$ cat config.mk
export PLATFORM = sky130hd
export DESIGN_NAME = program_loader_memory
export DESIGN_NICKNAME = d
export VERILOG_FILES = /design/src/rtl/program_loader_memory.sv
export SDC_FILE = /design/constraint.sdc
export NUM_CORES = 1
export LEC_CHECK = 0
export CAP_MARGIN = 20
export CORE_UTILIZATION = 60
export CTS_BUF_LIST = sky130_fd_sc_hd__clkbuf_8
export DETAILED_ROUTE_END_ITERATION = 10
export PLACE_DENSITY_LB_ADDON = 0.25
export SYNTH_ARGS = -nofsm -noshare
export SYNTH_HDL_FRONTEND = slang
export SYNTH_SLANG_ARGS = --single-unit
$ cat constraint.sdc
create_clock -name CLOCK -period 2.56 [get_ports CLOCK]
set_input_delay 0.512 -clock CLOCK [delete_from_list [all_inputs] [get_ports CLOCK]]
set_output_delay 0.512 -clock CLOCK [all_outputs]
set_load 0.1 [all_outputs]
$ cat src/rtl/program_loader_memory.sv
// Instruction/data memory with a combinational fetch port and a valid/ready byte-stream loader.
// The cpu is held in reset while the memory is being cleared or loaded.
module program_loader_memory #(
   parameter int unsigned         MEMSIZE  = 16,
   parameter int unsigned         REGSIZE  = 8,
   parameter logic [REGSIZE-1:0]  HLT_WORD = REGSIZE'('hF0)
) (
   input  logic               CLOCK,
   input  logic               RESET,
   input  logic [REGSIZE-1:0] ip,
   output logic [REGSIZE-1:0] memory_ip,
   input  logic               LOAD_START,
   input  logic               LOAD_VALID,
   input  logic [REGSIZE-1:0] LOAD_DATA,
   output logic               LOAD_READY,
   output logic               LOAD_DONE,
   output logic               LOAD_ERROR,
   output logic               CPU_RESET
);

   localparam int unsigned        IW        = $clog2(MEMSIZE);
   localparam int unsigned        AW        = IW + 1;
   localparam logic [AW-1:0]      LAST_ADDR = AW'(MEMSIZE - 1);
   localparam logic [REGSIZE-1:0] MEM_LIMIT = REGSIZE'(MEMSIZE);

   typedef enum logic [2:0] {StClear, StRun, StLen, StData, StFill} state_e;

   state_e             state;
   logic [AW-1:0]      waddr;
   logic [REGSIZE-1:0] remaining;
   logic [REGSIZE-1:0] mem [MEMSIZE];
   logic               we;
   logic [REGSIZE-1:0] wdata;

   always_comb begin
      we    = 1'b0;
      wdata = HLT_WORD;
      if (!RESET) begin
         unique case (state)
            StClear, StFill: we = 1'b1;
            StData: begin
               we    = LOAD_VALID;
               wdata = LOAD_DATA;
            end
            default: we = 1'b0;
         endcase
      end
   end

   always_ff @(posedge CLOCK) begin
      if (we) begin
         mem[waddr[IW-1:0]] <= wdata;
      end
   end

   always_comb begin
      memory_ip = HLT_WORD;
      if (ip < MEM_LIMIT) begin
         memory_ip = mem[ip[IW-1:0]];
      end
   end

   always_ff @(posedge CLOCK) begin
      if (RESET) begin
         state      <= StClear;
         waddr      <= '0;
         remaining  <= '0;
         LOAD_READY <= 1'b0;
         LOAD_DONE  <= 1'b0;
         LOAD_ERROR <= 1'b0;
         CPU_RESET  <= 1'b1;
      end else begin
         LOAD_DONE <= 1'b0;
         case (state)
            StClear: begin
               waddr <= waddr + 1'b1;
               if (waddr == LAST_ADDR) begin
                  state     <= StRun;
                  CPU_RESET <= 1'b0;
               end
            end
            StRun: begin
               if (LOAD_START) begin
                  state      <= StLen;
                  CPU_RESET  <= 1'b1;
                  LOAD_READY <= 1'b1;
                  LOAD_ERROR <= 1'b0;
               end
            end
            StLen: begin
               if (LOAD_VALID) begin
                  waddr     <= '0;
                  remaining <= LOAD_DATA;
                  if (LOAD_DATA == '0) begin
                     state      <= StFill;
                     LOAD_READY <= 1'b0;
                  end else if (LOAD_DATA > MEM_LIMIT) begin
                     state      <= StClear;
                     LOAD_READY <= 1'b0;
                     LOAD_ERROR <= 1'b1;
                  end else begin
                     state <= StData;
                  end
               end
            end
            StData: begin
               if (LOAD_VALID) begin
                  waddr     <= waddr + 1'b1;
                  remaining <= remaining - 1'b1;
                  if (remaining == REGSIZE'(1)) begin
                     LOAD_READY <= 1'b0;
                     // Last byte landing on the top word means the image was full length.
                     if (waddr == LAST_ADDR) begin
                        state     <= StRun;
                        CPU_RESET <= 1'b0;
                        LOAD_DONE <= 1'b1;
                     end else begin
                        state <= StFill;
                     end
                  end
               end
            end
            StFill: begin
               waddr <= waddr + 1'b1;
               if (waddr == LAST_ADDR) begin
                  state     <= StRun;
                  CPU_RESET <= 1'b0;
                  LOAD_DONE <= 1'b1;
               end
            end
            default: state <= StClear;
         endcase
      end
   end

endmodule
Word level (Yosys, flattened, before mapping)
Memories as Yosys holds them, arrays and structs flattened.
Cells that the tools add are included.
- reductions and logical operators: 14
- mux-type cells: 42
- add/sub/neg operators: 2
- equal/unequal tests: 14
- order comparisons: 2
- operators by type and width (cell ; number):
    $mux 8 ; 5
    $mux 3 ; 7
    $mux 1 ; 19
    $pmux 8 s2 ; 1
    $pmux 5 s3 ; 1
    $ne 2x2->1 const B ; 6
    $pmux 3 s4 ; 1
    $mux 5 ; 2
    $reduce_and 5->1 ; 2
    $reduce_bool 3->1 ; 3
    $eq 8x1->1 const B ; 1
    $gt 8x5->1 const B ; 1
    $logic_not 8->1 ; 1
    $lt 8x5->1 const B ; 1
    $sub 8x1->8 const B ; 1
    $eq 3x2->1 const B ; 2
    $pmux 1 s2 ; 3
    $pmux 1 s3 ; 2
    $reduce_and 3->1 ; 2
    $reduce_and 6->1 ; 1
    $add 5x1->5 const B ; 1
    $eq 5x4->1 const B ; 1
    $reduce_and 4->1 ; 1
    $reduce_bool 2->1 ; 2
    7 further kinds ; 7
- bits in registers: 20
- logic and storage cells: 82
- memories: 1
- bits in writable memories: 128
- output and inout bits: 12
- input port bits: 20
- memories (name ; depth ; width ; read ports ; clocked after memory_dff ; wr ports ; RTL line ; source):
    mem ; 16 ; 8 ; 1 ; 0 ; 1 ; 31 ; logic [REGSIZE-1:0] mem [MEMSIZE];

Logic depth before layout (Yosys ltp)
- word-level depth: 6
- gate-level depth with buffers: 7

Worst setup path after synthesis
No wires, ideal clock.
- path type: input to output
- from: in ip[1]
- to: out memory_ip[4]
- required time: 2048 ps
- stages on the path: 5
- data arrival time: 3074 ps
- setup slack: -1026 ps
- cell sequence: clkbuf_1 > clkbuf_1 > mux4_2 > mux2i_1 > a22oi_1
- cells in the longest elaborated chain, start to end: 2
- elaborated cells on any way between the ends: 3
- those cells by class: order compare (1); mux (1); memory (1)
- RTL lines (item ; RTL line ; source):
    start, declared ; 10 ; input logic [REGSIZE-1:0] ip,
    $lt 8x5->1 or $mem_v2 16x8 (tied branches) ; n/a ;
    $mux 8 (*) ; 58 ; if (ip < MEM_LIMIT) begin
    end, declared ; 11 ; output logic [REGSIZE-1:0] memory_ip,
Mark *: on every way between the ends. The rest lies on a longest branch, timed or not.

Worst setup path in the final report
- from: in ip[1]
- to: out memory_ip[1]
The elaborated chain is that of the path after synthesis.

==> flow_metrics.tcl <==
set metrics [dict create \
    status "finished with violations" \
    violations "setup timing" \
    synthSimpleGateAreaFrac_pct 8.81 \
    max-cap-violations 0 \
    power_density_nw_per_um2 630 \
    timing.final.setup_violations 1 \
    grt_pass1_wl_um 21400 \
    min_period_ns 2.59 \
    clock_path_buffers 2 \
    cp-end-kind "output port" \
    grt_util_met1_pct 36.4 \
    drt-total-wl_um 13800 \
    yosys.area_share.adder_pct 1.39 \
    die_y_um 104 \
    vias 3904 \
    synth-edff-count 128 \
    hold_violations 0 \
    setup_slack_ns -0.0316 \
    hp-class "reg2reg" \
    synth_xor_area_share_pct 0.139 \
    max_freq_mhz 386 \
    cp-start-kind "primary input" \
    grt.busiest_layer "met2" \
    ir_drop_uv 403 \
    synth_compound_area_share_pct 6.32 \
    htreeDepth 4 \
    drtPass1Iterations 5 \
    netlist-cell-type-count 45 \
    grt_overflow 0 \
    synth_top_family_by_area "multiplexers" \
    viasPerCell 6.29 \
    ios 32 \
    cts.clk_slew.worst_paths_ns 0.08 \
    insertion_delay_ns 0.43 \
    dr.first_iter.drc_count 385 \
    met3_usage_pct 5.95 \
    slew_headroom_pct 61.0 \
    ys_seq_area_share_pct 67.6 \
    fp.dieArea_um2 10900 \
    place_hpwl_um 8800 \
    synth_top_area_cell "edfxtp_1" \
    cp_max_fo 10 \
    leakagePower_nw 2.72 \
    cp_data_arrival_time_ns 2.08 \
    startpoint "ip[1]" \
    wire_per_inst_um 22.2 \
    io_buffers 31 \
    tightest_slew_ns 0.585 \
    drive_above_1_share_pct 30.1 \
    clock-sinks 148 \
    path_class "in2out" \
    grt_pass1_vias 3896 \
    use_met2_pct 43.7 \
    gr-usage-all-layers_pct 27.0 \
    syn_nets 425 \
    hold_buffers 0 \
    synth-seq-cells 148 \
    nNetsFinal 502 \
    routabilityCongestion 0.836 \
    synth_cells 398 \
    period_share_pct 101 \
    cts_buffers 17 \
    synthTopCellsByArea "edfxtp_1 (61%), mux4_2 (11%), dfxtp_1 (6.4%)" \
    cts_tree "built" \
    ys_warn_count 0 \
    syn_area_per_cell_um2 15.8 \
    grt_max_degree 20 \
    synth-main-ff-cell "edfxtp_1" \
    r2r_start "state[0]" \
    antenna_found_initial 0 \
    maxSlewViolCount 0 \
    clockRootBuffer "clkbuf_8" \
    power_mw 4.87 \
    initial_core_util_pct 63.1 \
    rows 36 \
    antenna_cells 0 \
    die_w_um 104 \
    core_area_um2 9950 \
    hp-start "CPU_RESET" \
    synth_mux_area_share_pct 14.0 \
    synth_area_um2 6280 \
    async_flop_share_pct 0 \
    ant_nets 0 \
    cp.required_ns 2.05 \
    drc_errors 0 \
    synth.top_cell.area_share_pct 61.2 \
    syn_to_final_growth_pct 23.0 \
    final_core_util_pct 77.6 \
    skew_ns 0.00884 \
    fillers 537 \
]
## critical path, stage by stage
cell,delay (ns)
dlygate4sd2_1,0.30
bufbuf_16,0.32
mux4_2,0.30
mux2i_1,0.35
o22ai_4,0.12
buf_12,0.18
## cells in the mapped netlist, types with 2 or more instances
master,count
inv_1,6
buf_2,3
a41oi_1,3
a211oi_1,3
dfxtp_1,20
mux2i_1,16
nand3_1,3
nor4_1,4
nand4b_1,2
and3_1,7
and3b_1,2
ha_1,7
or4_1,3
o31ai_1,3
nand4_1,2
nor3b_1,2
nand2_1,25
mux4_2,32
buf_1,2
a21oi_1,18
nor2_1,26
a21o_1,5
or3_1,4
nand3b_1,6
nor3_1,7
nor2b_1,3
nand2b_1,9
o22ai_1,4
o221a_2,2
a22oi_1,6
edfxtp_1,128
clkbuf_1,17
o21ai_0,6
## logic make-up (layout without fill, tap and decap cells)
kind of cell	count (synthesis)	count (layout)
flip-flops	148	148
AND/OR/NAND/NOR	107	107
AO/OA/AOI/OAI	59	59
multiplexers	48	48
buffers and inverters	28	118
adder cells (fa/ha/maj)	7	7
XOR/XNOR	1	1
## stage by stage
step                      cell area [um^2]  hold slack, ns  setup WS, ns  cells  setup TNS, ns
final                                 7720           0.464       -0.0316    621        -0.0316
after detailed placement              7140           0.453        -0.168    579         -0.785
after global routing                  7720           0.495       -0.0463    621        -0.0463
after CTS                             7610           0.466       0.00497    614              0
after floorplan                       6400           0.436       -0.0918    398         -0.481
after global placement                7140           0.442        -0.139    579         -0.532
## state kept, by name, summed over array words and instances (netlist names)
register and count:
CPU_RESET 1, state 3, waddr 5, mem 128, remaining 8, LOAD_ERROR 1, LOAD_READY 1, LOAD_DONE 1
## per-layer routing
| metal | up-vias | routed length [um] |
|---|---|---|
| met1 | 1957 | 5540 |
| li1 | 1735 | - |
| met3 | 28 | 1020 |
| met2 | 184 | 6850 |
| met5 | - | 0 |
| met4 | 0 | 354 |
## cells in the final DEF, fill, tap and decap left out, drive strengths merged, types with 6 or more instances in the layout
cell type,synthesis,final
edfxtp,128,128
buf,5,61
mux4,32,32
nor2,26,26
nand2,25,25
dfxtp,20,20
a21oi,18,18
clkbuf,17,18
clkdlybuf4s50,0,16
mux2i,16,16
nand2b,9,9
and3,7,7
nor3,7,7
ha,7,7
clkinvlp,0,7
inv,6,6
nand3b,6,6
o21ai,6,6
a22oi,6,6
## timing repair
action                     CTS  global route
setup endpoints to repair    8             8
gates cloned                 1             0
resized for setup            9            10
buffers inserted             2             7
## where the power goes
group / switching (mW) / total [mW] / internal, mW
combinational: 0.240 / 0.444 / 0.205
sequential: 0.0346 / 2.68 / 2.65
clock: 0.862 / 1.74 / 0.879
## cell type report
type                            count  area (um^2)  share of cell area [%]
Sequential cell                   148         4240                    54.9
Multi-Input combinational cell    222         2070                    26.8
Tap cell                          133          166                    2.15
Clock buffer                       18          248                    3.21
Inverter                            6         22.5                   0.292
Clock inverter                     14          138                    1.78
Timing Repair Buffer               80          835                    10.8
## worst paths after layout
check	cells past startpoint	slack, ns	end
setup / recovery	6	-0.03	memory_ip[1]
hold / removal	2	0.46	CPU_RESET
setup reg to reg	3	0.38	mem[4][7]
hold reg to reg	2	0.46	CPU_RESET
No activity file was read; power rests on OpenSTA's default activity.
